`src/rtl/dacfifo_player_if.sv`:
```
// ---------------------------------------------------------------------------
// dacfifo_player_if
//   Bundles the CPU-side and DAC-side signals of the playback FIFO.
//
//   CPU side  : wr, store_data, divisor, enable, flags_clr (to player)
//               full, level, underrun, overflow            (from player)
//   DAC side  : dac_data, dac_strobe                       (from player)
//
//   modport master : the agent that pushes samples and polls status
//   modport slave  : the player itself
// ---------------------------------------------------------------------------
interface dacfifo_player_if #(
  parameter int DEPTH_LOG2 = 3,
  parameter int DIV_WIDTH  = 16
);
  logic                  wr;
  logic [15:0]           store_data;
  logic                  full;
  logic [DEPTH_LOG2:0]   level;
  logic [DIV_WIDTH-1:0]  divisor;
  logic                  enable;
  logic [15:0]           dac_data;
  logic                  dac_strobe;
  logic                  underrun;
  logic                  overflow;
  logic                  flags_clr;

  modport master (
    output wr, store_data, divisor, enable, flags_clr,
    input  full, level, dac_data, dac_strobe, underrun, overflow
  );

  modport slave (
    input  wr, store_data, divisor, enable, flags_clr,
    output full, level, dac_data, dac_strobe, underrun, overflow
  );
endinterface

```
`src/rtl/dacfifo_player.sv`:
```
// ---------------------------------------------------------------------------
// dacfifo_player
//   Playback FIFO for a DAC/PWM driver. The CPU pushes 16-bit samples; an
//   internal sample-rate timer pops one sample every divisor+1 clocks and
//   holds it on dac_data, pulsing dac_strobe for one cycle on each update.
//   All 2**DEPTH_LOG2 slots are usable (extra pointer wrap bit). Sticky
//   underrun/overflow flags are cleared by flags_clr.
//
//   Ports
//     clk    : system clock, rising edge
//     reset  : synchronous, active-high
//     bus    : dacfifo_player_if.slave (see interface file for signals)
// ---------------------------------------------------------------------------
module dacfifo_player #(
  parameter int DEPTH_LOG2 = 3,
  parameter int DIV_WIDTH  = 16
) (
  input  logic              clk,
  input  logic              reset,
  dacfifo_player_if.slave   bus
);

  localparam int                  DEPTH   = 1 << DEPTH_LOG2;
  localparam logic [DEPTH_LOG2:0] PTR_ONE = {{DEPTH_LOG2{1'b0}}, 1'b1};
  localparam logic [DIV_WIDTH-1:0] CNT_ONE = {{(DIV_WIDTH-1){1'b0}}, 1'b1};

  // ---------------------------------------------------------------------
  // State
  // ---------------------------------------------------------------------
  logic [15:0]           mem_q [DEPTH];
  logic [DEPTH_LOG2:0]   wr_ptr_q, wr_ptr_d;
  logic [DEPTH_LOG2:0]   rd_ptr_q, rd_ptr_d;
  logic [DIV_WIDTH-1:0]  cnt_q,    cnt_d;
  logic [15:0]           dac_data_q,   dac_data_d;
  logic                  dac_strobe_q, dac_strobe_d;
  logic                  underrun_q,   underrun_d;
  logic                  overflow_q,   overflow_d;

  // ---------------------------------------------------------------------
  // Occupancy, judged on pre-edge pointers
  // ---------------------------------------------------------------------
  logic empty;
  logic full;
  logic tick;
  logic push;
  logic pop;

  // Extra MSB distinguishes a full ring from an empty one when the low
  // bits of the pointers coincide.
  assign empty = (wr_ptr_q == rd_ptr_q);
  assign full  = (wr_ptr_q[DEPTH_LOG2] != rd_ptr_q[DEPTH_LOG2]) &&
                 (wr_ptr_q[DEPTH_LOG2-1:0] == rd_ptr_q[DEPTH_LOG2-1:0]);

  // Timer fires on the cycle the down-counter sits at zero while enabled.
  assign tick = bus.enable && (cnt_q == '0);

  // A write into a full buffer is dropped even if a pop happens on the same
  // edge, and a pop never sees a sample written on the same edge.
  assign push = bus.wr && !full;
  assign pop  = tick && !empty;

  // ---------------------------------------------------------------------
  // Next-state logic
  // ---------------------------------------------------------------------
  // NOTE: every signal assigned in this block gets a default first, so no
  // path leaves a value unassigned and no latch is inferred.
  always_comb begin
    wr_ptr_d     = wr_ptr_q;
    rd_ptr_d     = rd_ptr_q;
    cnt_d        = cnt_q;
    dac_data_d   = dac_data_q;
    dac_strobe_d = 1'b0;
    underrun_d   = underrun_q;
    overflow_d   = overflow_q;

    // Sample-rate timer: hold at divisor while disabled so the first tick
    // after enabling comes divisor+1 cycles later; a new divisor is only
    // picked up at a reload.
    if (!bus.enable) begin
      cnt_d = bus.divisor;
    end else if (cnt_q == '0) begin
      cnt_d = bus.divisor;
    end else begin
      cnt_d = cnt_q - CNT_ONE;
    end

    if (push) begin
      wr_ptr_d = wr_ptr_q + PTR_ONE;
    end

    if (pop) begin
      rd_ptr_d     = rd_ptr_q + PTR_ONE;
      dac_data_d   = mem_q[rd_ptr_q[DEPTH_LOG2-1:0]];
      dac_strobe_d = 1'b1;
    end

    // Sticky flags: a set event in the same cycle as flags_clr wins.
    if (bus.flags_clr) begin
      underrun_d = 1'b0;
      overflow_d = 1'b0;
    end
    if (tick && empty) begin
      underrun_d = 1'b1;
    end
    if (bus.wr && full) begin
      overflow_d = 1'b1;
    end
  end

  // ---------------------------------------------------------------------
  // Control registers
  // ---------------------------------------------------------------------
  // NOTE: sequential state is updated with non-blocking assignments only so
  // every register samples the pre-edge value of every other register.
  always_ff @(posedge clk) begin
    if (reset) begin
      wr_ptr_q     <= '0;
      rd_ptr_q     <= '0;
      cnt_q        <= '0;
      dac_data_q   <= '0;
      dac_strobe_q <= 1'b0;
      underrun_q   <= 1'b0;
      overflow_q   <= 1'b0;
    end else begin
      wr_ptr_q     <= wr_ptr_d;
      rd_ptr_q     <= rd_ptr_d;
      cnt_q        <= cnt_d;
      dac_data_q   <= dac_data_d;
      dac_strobe_q <= dac_strobe_d;
      underrun_q   <= underrun_d;
      overflow_q   <= overflow_d;
    end
  end

  // ---------------------------------------------------------------------
  // Sample storage
  // ---------------------------------------------------------------------
  // NOTE: the buffer array has no reset; resetting the pointers already
  // makes every slot unreadable, and an unreset array maps onto plain RAM.
  always_ff @(posedge clk) begin
    if (push) begin
      mem_q[wr_ptr_q[DEPTH_LOG2-1:0]] <= bus.store_data;
    end
  end

  // ---------------------------------------------------------------------
  // Outputs
  // ---------------------------------------------------------------------
  assign bus.full       = full;
  assign bus.level      = wr_ptr_q - rd_ptr_q;
  assign bus.dac_data   = dac_data_q;
  assign bus.dac_strobe = dac_strobe_q;
  assign bus.underrun   = underrun_q;
  assign bus.overflow   = overflow_q;

endmodule

```
`src/flat_wrapper.sv`:
```
// flat-port wrapper written by rule: the top's interface ports become plain ports
module dacfifo_player_flat 
#(
  parameter int DEPTH_LOG2 = 3,
  parameter int DIV_WIDTH  = 16
)
  (clk, reset, bus_wr, bus_store_data, bus_divisor, bus_enable, bus_flags_clr, bus_full, bus_level, bus_dac_data, bus_dac_strobe, bus_underrun, bus_overflow);
  dacfifo_player_if #(.DEPTH_LOG2(DEPTH_LOG2), .DIV_WIDTH(DIV_WIDTH)) bus_i ();
  input  logic clk;
  input  logic reset;
  input wire logic [$bits(bus_i.wr)-1:0] bus_wr;
  input wire logic [$bits(bus_i.store_data)-1:0] bus_store_data;
  input wire logic [$bits(bus_i.divisor)-1:0] bus_divisor;
  input wire logic [$bits(bus_i.enable)-1:0] bus_enable;
  input wire logic [$bits(bus_i.flags_clr)-1:0] bus_flags_clr;
  output wire logic [$bits(bus_i.full)-1:0] bus_full;
  output wire logic [$bits(bus_i.level)-1:0] bus_level;
  output wire logic [$bits(bus_i.dac_data)-1:0] bus_dac_data;
  output wire logic [$bits(bus_i.dac_strobe)-1:0] bus_dac_strobe;
  output wire logic [$bits(bus_i.underrun)-1:0] bus_underrun;
  output wire logic [$bits(bus_i.overflow)-1:0] bus_overflow;
  assign bus_i.wr = bus_wr;
  assign bus_i.store_data = bus_store_data;
  assign bus_i.divisor = bus_divisor;
  assign bus_i.enable = bus_enable;
  assign bus_i.flags_clr = bus_flags_clr;
  assign bus_full = bus_i.full;
  assign bus_level = bus_i.level;
  assign bus_dac_data = bus_i.dac_data;
  assign bus_dac_strobe = bus_i.dac_strobe;
  assign bus_underrun = bus_i.underrun;
  assign bus_overflow = bus_i.overflow;
  dacfifo_player #(.DEPTH_LOG2(DEPTH_LOG2), .DIV_WIDTH(DIV_WIDTH)) u_core (.clk(clk), .reset(reset), .bus(bus_i));
endmodule
```
`config.mk`:
```
export PLATFORM = sky130hd
export DESIGN_NAME = dacfifo_player_flat
export DESIGN_NICKNAME = d
export VERILOG_FILES = /design/src/rtl/dacfifo_player_if.sv /design/src/rtl/dacfifo_player.sv /design/src/flat_wrapper.sv
export SDC_FILE = /design/constraint.sdc
export NUM_CORES = 1
export LEC_CHECK = 0
export ABC_CLOCK_PERIOD_IN_PS = 3200
export CAP_MARGIN = 10
export CORE_ASPECT_RATIO = 1.75
export CORE_UTILIZATION = 52
export CTS_CLUSTER_DIAMETER = 100
export CTS_CLUSTER_SIZE = 10
export DETAILED_ROUTE_END_ITERATION = 6
export PLACE_DENSITY = 0.79
export RECOVER_POWER = 100
export SYNTH_ARGS = -nofsm -noshare
export SYNTH_HDL_FRONTEND = slang
export SYNTH_SLANG_ARGS = --single-unit
```
`constraint.sdc`:
```
create_clock -name clk -period 3.2 [get_ports clk]
set_input_delay 0.64 -clock clk [delete_from_list [all_inputs] [get_ports clk]]
set_output_delay 0.64 -clock clk [all_outputs]
set_load 0.005 [all_outputs]
```
[After elaboration in Yosys (flattened, before gate mapping)]
Memories as Yosys holds them, arrays and structs flattened. A register that Yosys moved wholly into a read port is not among the register bits.
Cells that the tools add are included.
Word-level totals
  output and inout port bits: 24
  memories kept: 1
  bits of input ports: 37
  bits in registers: 27
  bits in writable memories: 128
Memories
  u_core.mem_q: words 8, width 16, rd ports 1, clocked after memory_dff 1, write ports 1, line dacfifo_player.sv:30  | logic [15:0] mem_q [DEPTH];
Cells by class
  muxes and demuxes: 8
  equal/unequal tests: 3
  reduce and logical (&&, ||, !) cells: 11
  add/sub/neg operators: 4
Operators with widths (count)
  $mux 16: 2
  $logic_not 16->1: 1
  $sub 16x1->16 const B: 1
  $add 4x1->4 const B: 2
  $logic_and 1x1->1: 6
  $mux 1: 6
  $eq 4x4->1: 1
  $reduce_bool 2->1: 2
  $sub 4x4->4: 1
  $eq 3x3->1: 1
  $logic_not 1->1: 2
  $ne 1x1->1: 1

[Logic depth before layout (Yosys ltp)]
  depth in word-level cells: 6
  mapped depth: 10

[Worst setup path after synthesis]
No wires, ideal clock.
  path type: register to register
  start point: reg u_core.rd_ptr_q[1]
  end point: mem u_core.mem_q[1][0] (enable)
  stages on the path, launching flop included: 8
  buffers on the path: 2
  setup slack: -0.293 ns
  data arrival time: 3.083 ns
  period minus slack after synthesis: 3.493 ns
  data required time: 2.791 ns
  setup time: 0.409 ns
  cell sequence: dfxtp_1 clkbuf_1 buf_1 inv_1 ha_1 a41oi_1 nand2_1 nor3_1
On the way
  longest elaborated chain between the ends: 6
RTL lines
  start, declared: line dacfifo_player.sv:32  | logic [DEPTH_LOG2:0] rd_ptr_q, rd_ptr_d;
  start signal, assigned: line dacfifo_player.sv:126  | rd_ptr_q <= rd_ptr_d;
  $eq 3x3->1: line dacfifo_player.sv:52  | (wr_ptr_q[DEPTH_LOG2-1:0] == rd_ptr_q[DEPTH_LOG2-1:0]);
  $logic_and 1x1->1: line dacfifo_player.sv:51  | assign full = (wr_ptr_q[DEPTH_LOG2] != rd_ptr_q[DEPTH_LOG2]) &&
  $logic_not 1->1: line dacfifo_player.sv:59  | assign push = bus.wr && !full;
  $logic_and 1x1->1: line dacfifo_player.sv:59
  $mux 1: line dacfifo_player.sv:141  | if (push) begin
  $mux 1 (not written as such): line dacfifo_player.sv:142  | mem_q[wr_ptr_q[DEPTH_LOG2-1:0]] <= bus.store_data;
  end, declared: line dacfifo_player.sv:30
No other way between the ends.

[Worst setup path after layout]
  start point: reg u_core.rd_ptr_q[1]
  end point: out bus_level[1]
On the way
  longest elaborated chain between the ends: 1
RTL lines
  $sub 4x4->4: line dacfifo_player.sv:150  | assign bus.level = wr_ptr_q - rd_ptr_q;
  end, declared: line flat_wrapper.sv:17  | output wire logic [$bits(bus_i.level)-1:0] bus_level;
No other way between the ends.

==> impl_metrics.py <==
metrics = {
    "timing": {
        "min_period_ps": 2945,
        "fin_crit_sh": 0.9205,
        "setup_viol": 0,
        "worst_hold_slack_ps": 496.0,
        "grt_setup_unrepaired": "false",
        "final.setup.tns_ps": 0,
        "finalClockSkew_ps": 9.277,
        "worstMarginPinSlew_ps": 961.9,
        "slew_headroom": 0.3528,
        "fmax_mhz": 339.5,
        "slew_violations": 0,
        "finalHoldViolCount": 0,
    },
    "power": {
        "peakVddDrop_mv": 0.4206,
        "p_leak_nw": 2.869,
        "p_total_mw": 4.785,
        "power_density_nw_per_um2": 583.3,
    },
    "synthesis": {
        "synthFlopType": "edfxtp_1",
        "synth_xor_area_frac": 0.02442,
        "avgSynthCellArea_um2": 16.19,
        "synth_compound_area_frac": 0.04773,
        "ys_ff_latch": 171,
        "syn-num-nets": 466,
        "muxShareOfSynthArea": 0.1307,
        "netlist.area_leader.share": 0.5640,
        "yosysTopAreaCell": "edfxtp_1",
        "synthCells": 421,
        "syn_area_um2": 6815,
        "synth_area_leaders": "edfxtp_1 56%, dfxtp_1 13%, mux4_2 11%, a211oi_1 3.2%, nor2_1 2.7%",
        "synth_cell_types": 39,
        "synth_top_family_by_area": "multiplexers",
        "yosys.area_share.adder": 0.01579,
        "seq_area_frac_synth": 0.6903,
        "synth-simple-area-share": 0.07362,
        "synth_warnings": 0,
        "synth-edff-count": 128,
        "postSynth.asyncResetShare": 0,
    },
    "global_route": {
        "grt_pass1_vias": 4069,
        "grt_pass1_wl_um": 21390,
        "grt_antenna_before_repair": 0,
        "track_usage": 0.2212,
        "met3_usage": 0.04914,
        "grt_max_degree": 44,
        "use_met2": 0.3901,
        "grt_use_met1": 0.2393,
        "busiest_layer": "met2",
        "grt-ovfl-total": 0,
    },
    "status": {
        "outcome": "completed",
    },
    "cts": {
        "cts_hold_buf": 0,
        "ctsHtreeMaxLevel": 4,
        "clock_sinks": 171,
        "clkLatencyLatePin_ps": 420,
        "postCtsSetupRepairBufs": 0,
        "cts_made_buffers": 17,
        "cts.repair.resized": 0,
        "cts_root_buf": "clkbuf_16",
        "cts_buffer_depth": 2,
        "path_clk_slew_ps": 60,
        "cts_tree": "built",
    },
    "worst_setup_path": {
        "end_kind": "primary output",
        "crit_family": "buffers and inverters",
        "crit_cells": 4,
        "criticalPathCategory": "flip-flop to primary output",
        "crit_required_ps": 2560,
        "r2r_cells": 6,
        "critPathBufInv": 3,
        "crit_chain": "buf_4 -> fa_1 -> inv_1 -> dlygate4sd3_1",
        "startpoint_type": "flip-flop",
        "slowest_stage": "dlygate4sd3_1",
        "reg2reg_to": "u_core.cnt_q[4]",
        "r2r-start": "u_core.cnt_q[7]",
        "crit_path_max_incr_delay_ps": 560,
        "critical_path_arrival_ps": 2310,
        "cp_max_fo": 36,
        "rrSetupSlack_ps": 490,
    },
    "floorplan": {
        "fp.dieW_um": 88.54,
        "start_util": 0.5296,
        "io_pins": 61,
        "die_h_um": 153.4,
        "core_um2": 12870,
        "rows": 55,
        "die-area_um2": 13590,
    },
    "finish": {
        "drive_above_1_share": 0.1690,
        "diodes": 0,
        "fin_cells": 680,
        "final_cell_mix": "128 x edfxtp_1, 49 x nor2_1, 42 x dfxtp_1",
        "syn_to_final_growth_pct": 20.38,
        "final_nets": 541,
        "mostFrequentLayoutCell": "edfxtp_1",
        "final_util": 0.6375,
    },
    "place": {
        "gp_congestion": 0.8058,
        "dp_hpwl_um": 8712,
        "port_buffers": 60,
        "dp_cells": 648,
    },
    "min_path": {
        "min_to": "u_core.bus.dac_data[2]",
        "worstHoldPathCells": 2,
        "hp-start": "u_core.bus.dac_data[2]",
        "hold_path_class": "flip-flop to flip-flop",
    },
    "route": {
        "wire_per_inst_um": 20.13,
        "drc": 0,
        "first_iter_violations": 357,
        "viasPerCell": 5.656,
        "postRouteAntennaNets": 0,
        "first_pass_iters": 4,
        "via_count": 3846,
        "wl_um": 13690,
    },
    "flow_run": {
        "maxCapViolations": 0,
    },
}
[worst min-delay path, stage by stage (launching register included)]
cell	delay, ps
dfxtp_1	310
nor2_1	90
a211oi_1	50
[synthesized netlist by cell type (3+ instances only)]
cell type / instances
buf_2: 5
nor3_1: 6
nor2_1: 49
xnor2_1: 9
ha_1: 7
nor2b_1: 4
mux2i_1: 17
edfxtp_1: 128
dfxtp_1: 43
nand2_1: 12
inv_1: 9
xor2_1: 10
nor4_1: 4
mux4_2: 32
nand3_1: 5
buf_1: 3
a211oi_1: 29
clkbuf_1: 12
o21ai_0: 4
a21oi_1: 9
[flip-flops by register name, summed over array words and instances, names as in the netlist]
signal / count
u_core.bus.overflow: 1
u_core.bus.dac_strobe: 1
u_core.mem_q: 128
u_core.bus.dac_data: 16
u_core.cnt_q: 16
u_core.bus.underrun: 1
u_core.wr_ptr_q: 4
u_core.rd_ptr_q: 4
[cell families after synthesis]
| group | after synthesis |
|---|---|
| buffers and inverters | 30 |
| flip-flops | 171 |
| XOR/XNOR | 19 |
| AO/OA/AOI/OAI | 47 |
| multiplexers | 49 |
| AND/OR/NAND/NOR | 97 |
| adder cells (fa/ha/maj) | 8 |
[how the worst max path moves through the flow]
stage,start,to,slack (ps)
after floorplan,u_core.rd_ptr_q[1],u_core.mem_q[7][0],130
after global placement,bus_wr,u_core.mem_q[7][12],630
after detailed placement,bus_wr,u_core.mem_q[5][7],560
after CTS,u_core.rd_ptr_q[1],bus_level[1],300
after global routing,u_core.rd_ptr_q[1],bus_level[1],160
final,u_core.rd_ptr_q[1],bus_level[1],250
[cell type report]
cell class,count,area [um^2]
sequential,171,4706
clock buffer,18,429.2
fill,908,4664
multi-input combinational,220,1958
clock inverter,14,161.4
tap,171,214.0
timing repair buffer,76,698.2
inverter,10,37.54
[where the power goes]
group	total (mW)	leakage (nW)	internal, mW	switching, mW
sequential	2.48	1.51	2.45	0.0367
clock	2.02	0.289	1.17	0.854
combinational	0.282	1.07	0.129	0.153
[through the flow]
step	cell area [um^2]	setup slack, ps
detailed placement	7680	562.6
global placement	7680	629.3
finish	8204	254.5
floorplan	6825	130.2
global route	8204	163.1
CTS	8270	299.9
[metal layers]
layer  share of wire  vias to the layer above
met5               0                        -
met4           0.033                        0
met3           0.048                       29
met2            0.56                      145
met1            0.35                     1896
li1                -                     1776
Power figures use the tool's default switching activity.
